**src/rtl/video_scanout.sv**
```systemverilog
// video_scanout: raster timing generator with sprite-over-background merge
// and a registered RGB/sync/DE output stage.
module video_scanout #(
  parameter int H_ACTIVE = 1920,
  parameter int H_FP     = 88,
  parameter int H_SYNC   = 44,
  parameter int H_BP     = 148,
  parameter int V_ACTIVE = 1080,
  parameter int V_FP     = 4,
  parameter int V_SYNC   = 5,
  parameter int V_BP     = 36,
  parameter bit SYNC_POL = 1'b1
) (
  input  logic        i_clk,
  input  logic        i_reset,
  output logic [15:0] o_x,
  output logic [15:0] o_y,
  output logic        o_v_sync,
  input  logic [7:0]  i_spr_red,
  input  logic [7:0]  i_spr_green,
  input  logic [7:0]  i_spr_blue,
  input  logic        i_sprite_hit,
  input  logic [7:0]  i_bg_red,
  input  logic [7:0]  i_bg_green,
  input  logic [7:0]  i_bg_blue,
  output logic [7:0]  o_red,
  output logic [7:0]  o_green,
  output logic [7:0]  o_blue,
  output logic        o_hsync,
  output logic        o_vsync,
  output logic        o_de
);
  localparam int H_TOTAL = H_ACTIVE + H_FP + H_SYNC + H_BP;
  localparam int V_TOTAL = V_ACTIVE + V_FP + V_SYNC + V_BP;
  logic [15:0] h_cnt_q, h_cnt_d, v_cnt_q, v_cnt_d;
  logic [23:0] rgb_q, rgb_d;
  logic        de_q, hs_q, vs_q, h_wrap, active, hs_raw, vs_raw;
  always_comb begin
    h_wrap  = h_cnt_q == 16'(H_TOTAL - 1);
    h_cnt_d = h_wrap ? '0 : h_cnt_q + 16'd1;
    v_cnt_d = !h_wrap ? v_cnt_q : (v_cnt_q == 16'(V_TOTAL - 1)) ? '0 : v_cnt_q + 16'd1;
    active  = (h_cnt_q < 16'(H_ACTIVE)) && (v_cnt_q < 16'(V_ACTIVE));
    hs_raw  = (h_cnt_q >= 16'(H_ACTIVE + H_FP)) && (h_cnt_q < 16'(H_ACTIVE + H_FP + H_SYNC));
    vs_raw  = (v_cnt_q >= 16'(V_ACTIVE + V_FP)) && (v_cnt_q < 16'(V_ACTIVE + V_FP + V_SYNC));
    // Sprite colour is only selected on a hit, so undefined sprite data never leaks through.
    rgb_d   = !active ? 24'd0 :
              i_sprite_hit ? {i_spr_red, i_spr_green, i_spr_blue} :
                             {i_bg_red, i_bg_green, i_bg_blue};
  end
  always_ff @(posedge i_clk) begin
    if (i_reset) begin
      h_cnt_q <= '0;
      v_cnt_q <= '0;
      rgb_q   <= '0;
      de_q    <= 1'b0;
      hs_q    <= ~SYNC_POL;
      vs_q    <= ~SYNC_POL;
    end else begin
      h_cnt_q <= h_cnt_d;
      v_cnt_q <= v_cnt_d;
      rgb_q   <= rgb_d;
      de_q    <= active;
      hs_q    <= hs_raw ? SYNC_POL : ~SYNC_POL;
      vs_q    <= vs_raw ? SYNC_POL : ~SYNC_POL;
    end
  end
  assign o_x      = h_cnt_q;
  assign o_y      = v_cnt_q;
  assign o_v_sync = (h_cnt_q == 16'd0) && (v_cnt_q == 16'(V_ACTIVE));
  assign {o_red, o_green, o_blue} = rgb_q;
  assign o_de     = de_q;
  assign o_hsync  = hs_q;
  assign o_vsync  = vs_q;
endmodule
```
**config.mk**
```make
export PLATFORM = sky130hd
export DESIGN_NAME = video_scanout
export DESIGN_NICKNAME = d
export VERILOG_FILES = /design/src/rtl/video_scanout.sv
export SDC_FILE = /design/constraint.sdc
export NUM_CORES = 1
export LEC_CHECK = 0
export CORE_MARGIN = 4
export CORE_UTILIZATION = 47
export CTS_BUF_LIST = sky130_fd_sc_hd__clkbuf_4 sky130_fd_sc_hd__clkbuf_8 sky130_fd_sc_hd__clkbuf_16
export DETAILED_ROUTE_END_ITERATION = 6
export HOLD_SLACK_MARGIN = 0.03
export PLACE_DENSITY_LB_ADDON = 0.25
export SKIP_LAST_GASP = 1
export SLEW_MARGIN = 30
export SYNTH_ARGS = -nofsm -noshare
export SYNTH_HDL_FRONTEND = slang
export SYNTH_SLANG_ARGS = --single-unit
```
**constraint.sdc**
```tcl
create_clock -name i_clk -period 2.9 [get_ports i_clk]
set_clock_uncertainty 0.2 [all_clocks]
set_input_delay 0.29 -clock i_clk [delete_from_list [all_inputs] [get_ports i_clk]]
set_output_delay 0.29 -clock i_clk [all_outputs]
set_load 0.005 [all_outputs]
```
Word-level counts from Yosys, hierarchy flattened
Cells that the tools add are included.

Reductions and logical operators: 7. Divide/modulo/power cells: 0. Shifts and indexed selects: 0. Multiplexer cells: 4. $lt $le $gt $ge: 6. $mul: 0. Bitwise operators: 1. Eq/ne operators: 3. $add $sub $neg: 2.

Operators by type and width (count): 16-bit by 11-bit < comparator with 1-bit output (second input constant) (3); 16-bit by 1-bit adder with 16-bit output (second input constant) (2); 16-bit by 11-bit == test with 1-bit output (second input constant) (2); 16-bit by 11-bit greater-or-equal comparator with 1-bit output (second input constant) (2); 24-bit two-way mux (1); 16-bit by 12-bit == test with 1-bit output (second input constant) (1); 16-bit zero test (1); 16-bit by 12-bit < comparator with 1-bit output (second input constant) (1); 16-bit two-way mux (1); 1-bit logical AND (4); 2-bit OR reduction (2); 1-bit two-way mux (2); 1-bit NOT (1).

Flip-flop bits (word level): 59. RAM bits: 0. Output and inout bits: 60. Input bits: 51. Bits in read-only memories: 0. Memories kept: 0. Word-level logic and storage cells: 29. Latch bits: 0.

Depth between registers and ports, before layout
Word-level depth: 4. Gate-level depth with buffers: 6. Mapped depth without buffers: 5.

Worst setup path after synthesis
No wires, ideal clock.

Kind: register to output. Start point: reg v_cnt_q[5], in the netlist o_y[5]. End point: out o_v_sync. Arrival: 1.496 ns. Buffers on the path: 1. Cell stages (with the launch flop): 5. Data required time: 2.410 ns. Path slack: 0.914 ns. Path through: dfxtp_1 clkbuf_1 nand2_1 or4_2 nor4_1.

Word-level cells in the longest chain between the ends: 2.

RTL lines: start, declared (RTL line 35) `logic [15:0] h_cnt_q, h_cnt_d, v_cnt_q, v_cnt_d;`; start signal, assigned (RTL line 60) `v_cnt_q <= v_cnt_d;`; 16-bit by 11-bit == test with 1-bit output (RTL line 69) `assign o_v_sync = (h_cnt_q == 16'd0) && (v_cnt_q == 16'(V_ACTIVE));`; 1-bit logical AND (RTL line 69); end, declared (RTL line 18) `output logic o_v_sync,`.

No other way between the ends.

Final worst setup path
Start point: reg v_cnt_q[11], in the netlist o_y[11]. End point: out o_v_sync.

The elaborated chain is that of the path after synthesis.

==> impl_metrics.env <==
export IMPL_status="completed"
export IMPL_crit_arrival_ps=2310
export IMPL_core_mm2=0.00568
export IMPL_vias=2646
export IMPL_drv_slew=0
export IMPL_final_hold_violation_count=0
export IMPL_grt_pass1_wl_mm=12.7
export IMPL_fin_setup_tns_ps=0
export IMPL_power_density_mw_per_mm2=444
export IMPL_rsz0062_at_grt="false"
export IMPL_start_util=0.497
export IMPL_timing_fmax_mhz=357
export IMPL_yosys_top_cells_area="dfxtp_1 (42%), mux2i_1 (8.9%), nor2_2 (3.8%), nor2_1 (3.6%), xnor2_1 (3.4%)"
export IMPL_cts_buffer_depth=2
export IMPL_dieHeight_um=85.5
export IMPL_num_rows=27
export IMPL_wire_per_inst_um=16.4
export IMPL_dpl_hpwl_mm=5.71
export IMPL_setup_viol=0
export IMPL_path_clk_slew_ps=70
export IMPL_startpoint_type="flop"
export IMPL_antenna_found_initial=0
export IMPL_clk_latency_ps=330
export IMPL_p_sw_mw=0.414
export IMPL_reg2reg_depth=4
export IMPL_synth_most_common_cell="dfxtp_1"
export IMPL_reg2reg_from="o_x[15]$_SDFF_PP0_"
export IMPL_die_w_um=85.5
export IMPL_vias_per_cell=5.49
export IMPL_synth_cell_types=52
export IMPL_diodes=0
export IMPL_tritoncts="done"
export IMPL_cts_sink_count=59
export IMPL_switching_share=0.222
export IMPL_synth_seq_area_share=0.419
export IMPL_clock_tree_root_cell="clkbuf_8"
export IMPL_synth_top_area_share=0.419
export IMPL_synth_top_cell_by_area="dfxtp_1"
export IMPL_grt_start_max_net_pins=26
export IMPL_combPwrFrac=0.115
export IMPL_synth_common_cells="dfxtp_1 (59), nor2_1 (27), mux2i_1 (25)"
export IMPL_drt_initial_drc_count=214
export IMPL_die_area_mm2=0.00730
export IMPL_maxCapViolCount=0
export IMPL_syn_area_mm2=0.00282
export IMPL_holdBufCountCts=0
export IMPL_yosys_most_used_dff="dfxtp_1"
export IMPL_critPathCapture="o_v_sync"
export IMPL_internal_power_mw=1.46
export IMPL_drive_gt1_frac=0.151
export IMPL_nets=461
export IMPL_crit_fanout=5
export IMPL_ys_ff_latch=59
export IMPL_wirelength_mm=7.92
export IMPL_fill_cells=437
export IMPL_period_needed_ps=2800
export IMPL_hold_class="reg2reg"
export IMPL_synth_warnings=0
export IMPL_fin_crit_sh=0.966
export IMPL_worstSetupEndpointType="output port"
export IMPL_syn_inst=295
export IMPL_leakage_nw=1.58
export IMPL_gr_total_overflow=0
export IMPL_drt_pass1_iterations=4
export IMPL_min_delay_start="o_x[0]$_SDFF_PP0_"
export IMPL_ant_nets=0
export IMPL_required_ps=2410
export IMPL_track_usage=0.218
export IMPL_cts_max_level=3
export IMPL_area_delta_synth_final_pct=49.2
export IMPL_hold_ws_ps=301
export IMPL_r2r_end="o_y[14]$_SDFFE_PP0N_"
export IMPL_clkPwrFrac=0.429
export IMPL_crit_start="o_y[11]$_SDFFE_PP0N_"
export IMPL_syn_nets=351
export IMPL_power_frac_seq=0.456
export IMPL_drc=0
export IMPL_portBuffers=110
export IMPL_r2r_slack_ps=560
export IMPL_cts_buffers=9
export IMPL_worst_slew_pin_slew_ps=552
export IMPL_avgSynthCellArea_um2=9.56
export IMPL_vdd_drop_max_uv=292
export IMPL_place_gp_congestion=0.879
export IMPL_async_reset_ff_frac=0
export IMPL_synth_edf_count=0
export IMPL_num_io_pins=111
export IMPL_grt_pass1_vias=2559
export IMPL_crit_type="reg2out"
export IMPL_timing_slew_headroom=0.631
==> power groups by stage <==
stage	clock network, mW	logic (mW)	registers, mW
global route	0.862	0.232	0.856
detailed placement	0	0.217	0.870
global placement	0	0.214	0.868
CTS	0.819	0.219	0.852
finish	0.802	0.216	0.852
floorplan	0	0.0760	0.871
==> how the worst min path moves through the flow <==
| stage | end | slack [ps] | cells past startpoint |
|---|---|---|---|
| after global routing | o_x[0]$_SDFF_PP0_ | 320 | 1 |
| after CTS | o_x[0]$_SDFF_PP0_ | 310 | 1 |
| after detailed placement | o_x[0]$_SDFF_PP0_ | 300 | 1 |
| final | o_x[0]$_SDFF_PP0_ | 300 | 1 |
| after global placement | o_x[0]$_SDFF_PP0_ | 260 | 1 |
| after floorplan | rgb_q[0]$_SDFF_PP0_ | 230 | 2 |
==> through the flow <==
| step | instances | worst slack (ps) | utilization | area (µm²) | power [mW] |
|---|---|---|---|---|---|
| 2_1_floorplan | 295 | 914 | - | 2820 | 0.947 |
| 3_3_place_gp | 465 | 319 | 0.697 | 3960 | 1.08 |
| 3_5_place_dp | 465 | 262 | 0.697 | 3960 | 1.09 |
| 4_1_cts | 482 | 29.5 | 0.739 | 4200 | 1.89 |
| 5_1_grt | 482 | 1.38 | 0.741 | 4210 | 1.95 |
| 6_report | 482 | 98.9 | 0.741 | 4210 | 1.87 |
==> cells in the final DEF (no fill, tap or decap), types with 3 or more instances in the layout <==
master	count
nor4_1	5
a21oi_1	4
xnor2_1	11
and4_1	3
nor3_1	7
and3_1	6
mux2i_1	25
buf_4	7
nand3_1	12
clkbuf_8	12
nand2_1	17
nand4_1	8
nor2_1	27
clkdlybuf4s50_1	110
inv_1	9
nor2_2	17
or4_1	3
o21ai_0	4
ha_1	5
o31ai_1	6
dfxtp_1	57
o211ai_1	11
==> worst max-delay path, stage by stage (launching register included) <==
cell and delay (ps):
dfxtp_1 350, or4_4 550, nand4bb_4 270, nor4_4 270, clkdlybuf4s50_1 540
==> flip-flops by register name (all words and copies together) (netlist names) <==
register / cells
rgb_q: 24
o_x: 16
o_y: 16
o_de: 1
o_hsync: 1
o_vsync: 1
==> cell families (layout without fill, tap and decap cells) <==
logic type | count (synthesis) | after routing | synth area share
AND/OR/NAND/NOR | 130 | 130 | 0.286
flip-flops | 59 | 59 | 0.419
AO/OA/AOI/OAI | 36 | 36 | 0.0958
buffers and inverters | 27 | 142 | 0.0479
multiplexers | 25 | 25 | 0.0887
XOR/XNOR | 13 | 13 | 0.0404
adder cells (fa/ha/maj) | 5 | 5 | 0.0222
==> layer usage <==
| layer | share of wire | wire length (µm) | GRT usage | up-vias |
|---|---|---|---|---|
| li1 | - | - | - | 1285 |
| met1 | 0.42 | 3300 | 0.274 | 1246 |
| met2 | 0.51 | 4010 | 0.362 | 98 |
| met3 | 0.056 | 444 | 0.0456 | 17 |
| met4 | 0.021 | 164 | 0.0878 | 0 |
| met5 | 0 | 0 | 0 | - |
==> layout make-up <==
type,count,area (µm²),share of cell area
Tap cell,72,90.1,0.0214
Timing Repair Buffer,117,1150,0.274
Inverter,9,33.8,0.00803
Clock inverter,3,45.0,0.0107
Clock buffer,13,173,0.0410
Multi-Input combinational cell,209,1530,0.363
Sequential cell,59,1180,0.281
==> repair_timing <==
item                                    CTS  global route
buffers inserted                          1             0
pin swaps                                 1             0
resized for setup                         2             4
endpoints found under the setup margin    1             1
(Power assumes the default switching activity.)
